[src/rtl/control_unit.sv]
// control_unit -- hardwired control sequencer for the Mini-SRC processor.
//
// Every instruction runs a three-state fetch (T0-T2), then an opcode-specific
// execute sequence (T3 onward), then returns to T0. All control outputs are
// decoded combinationally from the current state and the opcode IR[31:27].
//
// Optional feature macro: CU_STOP_EN
//   When defined, Stop is sampled on every edge that would enter T0. If it is
//   high, the sequencer parks in STOPPED, with all outputs low, until Stop drops.
//   When undefined, Stop is ignored and STOPPED does not exist.
//
// Ports:
//   clock, clear      rising-edge clock; asynchronous active-high reset
//   IR[31:0]          latched instruction word (opcode in [31:27])
//   CON               branch-condition flag
//   Stop              pause request (CU_STOP_EN builds only)
//   *out              bus-drive selects (never more than one active)
//   *in               register load enables
//   Gra/Grb/Grc       register-field selects
//   IncPC/Read/Write  ALU PC+1 mode, memory read, memory write
//   alu_op[4:0]       operation presented to the ALU
//   Run               high while sequencing instructions

module control_unit (
    input  logic        clock,
    input  logic        clear,
    input  logic [31:0] IR,
    input  logic        CON,
    input  logic        Stop,
    output logic        PCout,
    output logic        Zhighout,
    output logic        Zlowout,
    output logic        LOout,
    output logic        HIout,
    output logic        MDRout,
    output logic        InPortout,
    output logic        Cout,
    output logic        BAout,
    output logic        Rout,
    output logic        PCin,
    output logic        MARin,
    output logic        MDRin,
    output logic        IRin,
    output logic        Yin,
    output logic        HIin,
    output logic        LOin,
    output logic        Zhighin,
    output logic        Zlowin,
    output logic        Rin,
    output logic        CONin,
    output logic        OutPortin,
    output logic        Gra,
    output logic        Grb,
    output logic        Grc,
    output logic        IncPC,
    output logic        Read,
    output logic        Write,
    output logic [4:0]  alu_op,
    output logic        Run
);

    localparam logic [4:0] OP_LD   = 5'b00000;
    localparam logic [4:0] OP_LDI  = 5'b00001;
    localparam logic [4:0] OP_ST   = 5'b00010;
    localparam logic [4:0] OP_ADD  = 5'b00011;
    localparam logic [4:0] OP_SHL  = 5'b01011;
    localparam logic [4:0] OP_ADDI = 5'b01100;
    localparam logic [4:0] OP_ANDI = 5'b01101;
    localparam logic [4:0] OP_ORI  = 5'b01110;
    localparam logic [4:0] OP_DIV  = 5'b01111;
    localparam logic [4:0] OP_MUL  = 5'b10000;
    localparam logic [4:0] OP_NEG  = 5'b10001;
    localparam logic [4:0] OP_NOT  = 5'b10010;
    localparam logic [4:0] OP_BR   = 5'b10011;
    localparam logic [4:0] OP_JR   = 5'b10100;
    localparam logic [4:0] OP_JAL  = 5'b10101;
    localparam logic [4:0] OP_IN   = 5'b10110;
    localparam logic [4:0] OP_OUT  = 5'b10111;
    localparam logic [4:0] OP_MFLO = 5'b11000;
    localparam logic [4:0] OP_MFHI = 5'b11001;
    localparam logic [4:0] OP_NOP  = 5'b11010;
    localparam logic [4:0] OP_HALT = 5'b11011;

    typedef enum logic [3:0] {
        S_RESET,
        S_T0, S_T1, S_T2, S_T3, S_T4, S_T5, S_T6, S_T7,
        S_HALT
`ifdef CU_STOP_EN
        , S_STOPPED
`endif
    } state_t;

    state_t     state_q, state_d;
    logic [4:0] op;

    assign op = IR[31:27];

`ifdef CU_STOP_EN
    logic unused_bits;
    assign unused_bits = ^IR[26:0];
`else
    logic unused_bits;
    assign unused_bits = ^{IR[26:0], Stop};
`endif

    always_ff @(posedge clock or posedge clear) begin
        if (clear) state_q <= S_RESET;
        else       state_q <= state_d;
    end

    // Next state: each execute state ends the instruction for the opcodes
    // whose sequence is that long; everything else advances one step.
    always_comb begin
        state_d = state_q;
        case (state_q)
            S_RESET: state_d = S_T0;
            S_T0:    state_d = S_T1;
            S_T1:    state_d = S_T2;
            S_T2: begin
                if (op == OP_HALT)      state_d = S_HALT;
                else if (op == OP_NOP || op[4:2] == 3'b111) state_d = S_T0;
                else                    state_d = S_T3;
            end
            S_T3: begin
                case (op) inside
                    OP_JR, OP_IN, OP_OUT, OP_MFLO, OP_MFHI: state_d = S_T0;
                    default:                                state_d = S_T4;
                endcase
            end
            S_T4: begin
                case (op) inside
                    OP_JAL, OP_NEG, OP_NOT: state_d = S_T0;
                    default:                state_d = S_T5;
                endcase
            end
            S_T5: begin
                case (op) inside
                    OP_LDI, [OP_ADD:OP_ORI]: state_d = S_T0;
                    default:                 state_d = S_T6;
                endcase
            end
            S_T6: begin
                case (op) inside
                    OP_DIV, OP_MUL, OP_BR: state_d = S_T0;
                    default:               state_d = S_T7;
                endcase
            end
            S_T7:    state_d = S_T0;
            S_HALT:  state_d = S_HALT;
`ifdef CU_STOP_EN
            S_STOPPED: state_d = S_T0;
`endif
            default: state_d = S_RESET;
        endcase
`ifdef CU_STOP_EN
        // Any transition into T0 (including from STOPPED) is diverted while
        // Stop is held, so a pause never interrupts an instruction.
        if (state_d == S_T0 && Stop) state_d = S_STOPPED;
`endif
    end

    always_comb begin
        PCout = 1'b0; Zhighout = 1'b0; Zlowout = 1'b0; LOout = 1'b0;
        HIout = 1'b0; MDRout = 1'b0; InPortout = 1'b0; Cout = 1'b0;
        BAout = 1'b0; Rout = 1'b0;
        PCin = 1'b0; MARin = 1'b0; MDRin = 1'b0; IRin = 1'b0; Yin = 1'b0;
        HIin = 1'b0; LOin = 1'b0; Zhighin = 1'b0; Zlowin = 1'b0; Rin = 1'b0;
        CONin = 1'b0; OutPortin = 1'b0;
        Gra = 1'b0; Grb = 1'b0; Grc = 1'b0;
        IncPC = 1'b0; Read = 1'b0; Write = 1'b0;
        alu_op = '0;
        Run = 1'b0;

        case (state_q)
            S_T0, S_T1, S_T2, S_T3, S_T4, S_T5, S_T6, S_T7: begin
                Run = 1'b1;
                case (op) inside
                    OP_LD, OP_LDI, OP_ST, OP_ADDI, OP_BR: alu_op = OP_ADD;
                    OP_ANDI: alu_op = 5'b00101;
                    OP_ORI:  alu_op = 5'b00110;
                    default: alu_op = op;
                endcase
            end
            default: ;
        endcase

        case (state_q)
            S_T0: begin PCout = 1'b1; MARin = 1'b1; IncPC = 1'b1; Zlowin = 1'b1; end
            S_T1: begin Zlowout = 1'b1; PCin = 1'b1; Read = 1'b1; MDRin = 1'b1; end
            S_T2: begin MDRout = 1'b1; IRin = 1'b1; end
            S_T3: begin
                case (op) inside
                    OP_LD, OP_LDI, OP_ST: begin Grb = 1'b1; BAout = 1'b1; Yin = 1'b1; end
                    [OP_ADD:OP_ORI]:      begin Grb = 1'b1; Rout = 1'b1; Yin = 1'b1; end
                    OP_DIV, OP_MUL:       begin Gra = 1'b1; Rout = 1'b1; Yin = 1'b1; end
                    OP_NEG, OP_NOT:       begin Grb = 1'b1; Rout = 1'b1; Zlowin = 1'b1; end
                    OP_BR:   begin Gra = 1'b1; Rout = 1'b1; CONin = 1'b1; end
                    OP_JR:   begin Gra = 1'b1; Rout = 1'b1; PCin = 1'b1; end
                    OP_JAL:  begin PCout = 1'b1; Grb = 1'b1; Rin = 1'b1; end
                    OP_IN:   begin InPortout = 1'b1; Gra = 1'b1; Rin = 1'b1; end
                    OP_OUT:  begin Gra = 1'b1; Rout = 1'b1; OutPortin = 1'b1; end
                    OP_MFLO: begin LOout = 1'b1; Gra = 1'b1; Rin = 1'b1; end
                    OP_MFHI: begin HIout = 1'b1; Gra = 1'b1; Rin = 1'b1; end
                    default: ;
                endcase
            end
            S_T4: begin
                case (op) inside
                    [OP_ADD:OP_SHL]: begin Grc = 1'b1; Rout = 1'b1; Zlowin = 1'b1; end
                    OP_LD, OP_LDI, OP_ST, [OP_ADDI:OP_ORI]: begin Cout = 1'b1; Zlowin = 1'b1; end
                    OP_DIV, OP_MUL: begin
                        Grb = 1'b1; Rout = 1'b1; Zhighin = 1'b1; Zlowin = 1'b1;
                    end
                    OP_NEG, OP_NOT: begin Zlowout = 1'b1; Gra = 1'b1; Rin = 1'b1; end
                    OP_BR:   begin PCout = 1'b1; Yin = 1'b1; end
                    OP_JAL:  begin Gra = 1'b1; Rout = 1'b1; PCin = 1'b1; end
                    default: ;
                endcase
            end
            S_T5: begin
                case (op) inside
                    OP_LDI, [OP_ADD:OP_ORI]: begin Zlowout = 1'b1; Gra = 1'b1; Rin = 1'b1; end
                    OP_LD, OP_ST:   begin Zlowout = 1'b1; MARin = 1'b1; end
                    OP_DIV, OP_MUL: begin Zlowout = 1'b1; LOin = 1'b1; end
                    OP_BR:          begin Cout = 1'b1; Zlowin = 1'b1; end
                    default: ;
                endcase
            end
            S_T6: begin
                case (op) inside
                    OP_LD:          begin Read = 1'b1; MDRin = 1'b1; end
                    OP_ST:          begin Gra = 1'b1; Rout = 1'b1; MDRin = 1'b1; end
                    OP_DIV, OP_MUL: begin Zhighout = 1'b1; HIin = 1'b1; end
                    OP_BR: begin
                        if (CON) begin Zlowout = 1'b1; PCin = 1'b1; end
                    end
                    default: ;
                endcase
            end
            S_T7: begin
                case (op) inside
                    OP_LD:   begin MDRout = 1'b1; Gra = 1'b1; Rin = 1'b1; end
                    OP_ST:   Write = 1'b1;
                    default: ;
                endcase
            end
            default: ;
        endcase
    end

endmodule

[config.mk]
export PLATFORM = sky130hd
export DESIGN_NAME = control_unit
export DESIGN_NICKNAME = d
export VERILOG_FILES = /design/src/rtl/control_unit.sv
export SDC_FILE = /design/constraint.sdc
export NUM_CORES = 1
export LEC_CHECK = 0
export ABC_CLOCK_PERIOD_IN_PS = 3100
export CORE_MARGIN = 3
export CORE_UTILIZATION = 37
export DETAILED_ROUTE_END_ITERATION = 8
export PLACE_DENSITY_LB_ADDON = 0.3
export SLEW_MARGIN = 20
export SYNTH_ARGS = -nofsm -noshare
export SYNTH_HDL_FRONTEND = slang
export SYNTH_SLANG_ARGS = --single-unit
[constraint.sdc]
create_clock -name clock -period 3.1 [get_ports clock]
set_input_delay 0.93 -clock clock [delete_from_list [all_inputs] [get_ports clock]]
set_output_delay 0.93 -clock clock [all_outputs]
set_load 0.005 [all_outputs]
==> run_results.csv, run 1 <==
group,metric,value,unit
place,portBuffers,41,
floorplan,start_util,39.50,%
routing,postRouteAntennaNets,0,
synth,synth_edf_count,0,
routing,top_layer_used,"met4",
setup_path,cp_max_fo,2,
global_route,grt_first_pass_wirelength,7.734,mm
run_status,violations,"negative setup slack",
run_status,run_status,"finished with violations",
setup_path,reg2reg_depth,5,
global_route,grt_pass1_vias,1605,
floorplan,die_area,3659,um2
timing,setup_viol,5,
routing,wirelength,5.010,mm
global_route,grt_overflow_total,0,
routing,wl_per_cell,18.28,um
clock_tree,clock_sinks,4,
layout,top_regs,"state_q x4",
setup_path,r2r-end,"state_q[3]",
place,gp_congestion,0.9281,
timing,hold_viol,0,
routing,dr.pass1.iters,5,
clock_tree,cts.path.max_buffers,2,
routing,vias,1693,
synth,ys_seq_elements,4,
global_route,grt_usage,28.20,%
synth,synth_top_area_share,9.112,%
routing,drt_iter0_drc,135,
clock_tree,root_buffer,"clkbuf_4",
setup_path,rrSetupSlack,1.26,ns
global_route,grt_max_degree,24,
timing,clock_skew,0.005818,ns
timing,fin_crit_sh,104.2,%
layout,mostFrequentLayoutCells,"40 x buf_4, 14 x nor2_1, 14 x buf_6, 14 x dlygate4sd2_1",
routing,viasPerCell,6.179,
run,cap_violations,0,
setup_path,crit_required,2.17,ns
routing,wl_met3,515,um
layout,final_common_cell,"buf_4",
pwr,power_density,547.6,nW/um2
setup_path,r2r_start,"state_q[3]",
floorplan,die_h,60.49,um
synth,synthCells,170,
synth,ys_types,57,
clock_tree,cts_tree,"done",
clock_tree,cts_made_buffers,3,
layout,fillCellCount,207,
global_route,antenna_found_initial,0,
pwr,p_leak,0.9131,nW
layout,num_antenna_cells,0,
layout,largest_reg_flops,4,
floorplan,core-area,2781,um2
layout,area_growth,79.27,%
synth,yosys_warnings,0,
clock_tree,clk_latency,0.24,ns
layout,nets,281,
routing,dr_wl_met2,2.398,mm
routing,drc,0,
floorplan,die_x,60.49,um
setup_path,cp-endpoint,"Rin",
setup_path,path_class,"input port to primary output",
timing,setup_slack,-0.1288,ns
floorplan,rows,19,
place,dp_hpwl,3.406,mm
clock_tree,holdBufCountCts,0,
hold_path,hold_class,"flop to flop",
floorplan,num_io_pins,70,
pwr,ir_drop,0.5150,mV
setup_path,cp-startpoint,"IR[27]",
timing,report.final.slew_viol_count,0,
clock_tree,htree_num_levels,1,
synth,synth_area_leaders,"dfrtp_1 9.1%, nor2_1 5.8%, o21ai_0 5.5%",
synth,synth_largest_area_cell,"dfrtp_1",
layout,regMostFlops,"state_q",
timing,clock.fmax,309.7,MHz
timing,worst_pin_slew,0.6355,ns
synth,synthArstFlopShare,100.0,%
layout,drive_above_1_share,45.68,%
synth,syn_area,1099,um2
setup_path,cp-start-kind,"input port",
timing,fin_setup_tns,-0.3877,ns
synth,syn_area_per_cell,6.462,um2
routing,met1_length,1.970,mm
timing,max-slew-margin-rel,57.33,%
place,dp_slack,-0.9159,ns
clock_tree,clkSlewWorstSetupHoldPaths,0.03,ns
synth,synth_flop_cell,"dfrtp_1",
setup_path,critPathCaptureType,"primary output",
synth,synth-seq-area-share,9.112,%
timing,fin_crit,3.229,ns
timing,rsz0062_at_grt,"true",
synth,syn_nets,206,
setup_path,cp.arrival,2.30,ns
[critical path: stages]
cell	delay, ns
buf_6	0.09
or4_4	0.58
nor4_4	0.24
o21bai_1	0.13
buf_4	0.16
o21ai_2	0.05
buf_2	0.12
[Yosys cell counts, types with 2 or more instances]
cell type / count
a211oi_1: 2
inv_1: 7
buf_4: 2
or2_1: 2
clkbuf_1: 8
nand2b_1: 6
a21oi_1: 11
nor3_1: 10
nand3_1: 4
o22ai_1: 4
dfrtp_1: 4
buf_2: 7
or4b_1: 2
o21ai_0: 12
nor2_1: 17
xnor2_1: 2
or2_2: 3
nor2b_1: 4
nor3b_1: 2
or3b_2: 2
nand4_1: 3
and3_1: 4
o21a_1: 3
nand2_1: 12
buf_1: 3
o211ai_1: 2
or4_1: 2
[timing repair]
item	4_1_cts	5_1_grt
pin swaps	10	7
endpoints found under the setup margin	31	18
resized for setup	131	22
buffers inserted	10	1
[cells by family after synthesis]
logic type | Yosys count | synth area share (%)
xor gates and xnor gates | 3 | 2.392
and+or+nand+nor | 83 | 44.53
DFF | 4 | 9.112
buffers and inverters | 28 | 11.16
muxes | 2 | 1.936
AOI/OAI and AO/OA | 50 | 30.87
[where the power goes]
group	switching (W)	leakage, nW	internal (W)
registers	0.0000192	0.0498	0.0000771
logic	0.000459	0.849	0.000458
clock network	0.0000218	0.0138	0.0000433
[metal layers]
metal / GRT usage (%) / vias up
li1: - / 773
met1: 38.83 / 778
met2: 46.30 / 119
met3: 2.553 / 23
met4: 9.598 / 0
met5: 0 / -
[final cells by class]
class / count / area, um2 / share of cell area [%]
clock buffers: 3 / 22.52 / 1.144
inverters: 7 / 26.28 / 1.334
multi-input cells: 138 / 1025 / 52.03
flip-flops and latches: 4 / 100.1 / 5.083
well taps: 31 / 38.79 / 1.970
repair buffers: 91 / 757.0 / 38.44
[worst min path at each step]
stage | startpoint | depth (start not counted) | endpoint
detailed placement | state_q[2] | 2 | state_q[1]
finish | state_q[2] | 2 | state_q[1]
floorplan | state_q[3] | 2 | state_q[1]
CTS | state_q[2] | 2 | state_q[1]
global placement | state_q[2] | 2 | state_q[1]
global route | state_q[2] | 2 | state_q[1]
[stage by stage]
| step | hold WS [ns] | cell area (um2) | cells | power (W) | util (%) |
|---|---|---|---|---|---|
| final | 0.6725 | 1969 | 274 | 0.001078 | 70.81 |
| after global routing | 0.7121 | 1969 | 274 | 0.001152 | 70.81 |
| after CTS | 0.6553 | 1912 | 273 | 0.001006 | 68.74 |
| after detailed placement | 0.6398 | 1744 | 260 | 0.0009646 | 62.71 |
| after global placement | 0.6108 | 1744 | 260 | 0.0009423 | 62.71 |
| after floorplan | 0.6488 | 1099 | 170 | 0.0005283 | - |
Note: power is estimated with default switching activity, not from simulation.
==> run 2: changes to the inputs <==
--- a/config.mk
+++ b/config.mk
@@ -7,7 +7,7 @@
 export LEC_CHECK = 0
 export ABC_CLOCK_PERIOD_IN_PS = 3100
 export CORE_MARGIN = 3
-export CORE_UTILIZATION = 37
+export CORE_UTILIZATION = 30
 export DETAILED_ROUTE_END_ITERATION = 8
 export PLACE_DENSITY_LB_ADDON = 0.3
 export SLEW_MARGIN = 20
==> run_results.csv, run 2 (same netlist as run 1, synthesis figures left out) <==
group,metric,value,unit
place,portBuffers,41,
routing,wirelength,4.578,mm
layout,drive_above_1_share,48.80,%
clock_tree,cts_made_buffers,3,
floorplan,die_x,66.52,um
setup_path,path_class,"input port to primary output",
timing,hold_viol,0,
setup_path,crit_path_max_incr_delay,0.56,ns
floorplan,num_io_pins,70,
floorplan,start_util,31.92,%
layout,fin_cells,296,
timing,worst_pin_slew,0.3873,ns
timing,clock.fmax,317.8,MHz
global_route,grt_pass1_vias,1571,
layout,area_growth,88.04,%
pwr,ir_drop,0.3804,mV
floorplan,core-area,3442,um2
timing,setup_viol,4,
layout,nets,288,
clock_tree,clock_sinks,4,
setup_path,cp-start-kind,"input port",
timing,fin_crit_sh,101.5,%
clock_tree,cts_tree,"done",
setup_path,critPathCaptureType,"primary output",
layout,num_antenna_cells,0,
setup_path,path_cells,"buf_6 > or4_4 > buf_6 > o32a_1 > nor2_1 > buf_2",
place,gp_congestion,0.8679,
global_route,grt_max_degree,24,
global_route,antenna_found_initial,0,
run_status,run_status,"finished with violations",
routing,postRouteAntennaNets,0,
clock_tree,root_buffer,"clkbuf_8",
clock_tree,cts.path.max_buffers,2,
setup_path,cp_max_fo,3,
place,dp.cells,280,
clock_tree,htree_num_levels,1,
routing,drt_iter0_drc,99,
timing,max-slew-margin-rel,74.07,%
floorplan,rows,21,
place,dp_hpwl,3.149,mm
global_route,grt_first_pass_wirelength,7.610,mm
run,cap_violations,0,
routing,vias,1634,
setup_path,cp_common_cell,"buf_6",
pwr,power_density,523.6,nW/um2
timing,setup_slack,-0.04671,ns
clock_tree,clk_latency,0.22,ns
routing,drc,0,
clock_tree,holdBufCountCts,0,
layout,top_regs,"state_q x4",
setup_path,cp.arrival,2.22,ns
clock_tree,clkSlewWorstSetupHoldPaths,0.03,ns
floorplan,die_h,66.52,um
routing,dr.pass1.iters,4,
global_route,grt_usage,21.86,%
layout,mostFrequentLayoutCells,"48 x buf_4, 15 x nor2_1, 13 x buf_2, 11 x nand2_1, 10 x buf_6",
layout,final_common_cell,"buf_4",
timing,report.final.slew_viol_count,0,
timing,clock_skew,0.002268,ns
setup_path,crit_required,2.17,ns
run_status,violations,"negative setup slack",
pwr,p_total,0.001082,W
setup_path,slowest_stage,"or4_4",
layout,regMostFlops,"state_q",
timing,rsz0062_at_grt,"true",
floorplan,die_area,4424,um2
routing,wl_per_cell,15.47,um
timing,fin_crit,3.147,ns
routing,viasPerCell,5.520,
hold_path,hold_class,"flop to flop",
global_route,grt_overflow_total,0,
layout,largest_reg_flops,4,
pwr,p_leak,0.9772,nW
[run 2: path summary, 6_finish.rpt]
path,from,end,slack (ns),cells past startpoint
max,IR[27],MDRout,-0.05,6
min,state_q[3],state_q[1],0.62,2
max reg2reg,state_q[1],state_q[0],1.27,6
min reg2reg,state_q[3],state_q[1],0.62,2
max in group asynchronous,clear,state_q[1],2.04,2
min in group asynchronous,clear,state_q[0],0.92,2
[run 2: critical path, delay by kind of cell]
family | cells | cell delay [ns]
AND/OR/NAND/NOR | 2 | 0.65
AO/OA/AOI/OAI | 1 | 0.28
buffers and inverters | 3 | 0.35
[run 2: routing by layer]
metal	GRT usage [%]	vias up	wire (um)
li1	-	781	-
met1	29.55	768	1873
met2	36.31	79	2286
met3	2.698	6	366
met4	5.838	0	51
met5	0	-	0
[run 2: stage by stage]
stage | hold slack (ns) | worst slack, ns | cell area (um2) | util [%] | TNS, ns
after floorplan | 0.6488 | 0.06653 | 1099 | - | 0
after CTS | 0.6194 | -0.06973 | 1993 | 57.91 | -0.2119
after global placement | 0.6724 | -0.9705 | 1800 | 52.31 | -24.54
after detailed placement | 0.6740 | -0.9702 | 1800 | 52.31 | -24.62
after global routing | 0.6559 | -0.1240 | 2066 | 60.01 | -0.4091
final | 0.6228 | -0.04671 | 2066 | 60.01 | -0.09716
[run 2: area by class of cell]
cell class	instances	area, um2
Fill cell	308	1376
Tap cell	46	57.56
Timing Repair Buffer	98	797.0
Clock buffer	3	41.29
Sequential cell	4	100.1
Multi-Input combinational cell	138	1044
Inverter	7	26.28
[run 2: report_power, final]
part	internal (W)	switching [W]
registers	0.0000772	0.0000212
logic	0.000449	0.000426
clock network	0.0000826	0.0000255
total	0.000609	0.000473
[run 2: what timing repair did]
item	4_1_cts	5_1_grt
resized for setup	131	32
pin swaps	15	15
endpoints found under the setup margin	31	21
setup buffers	10	3
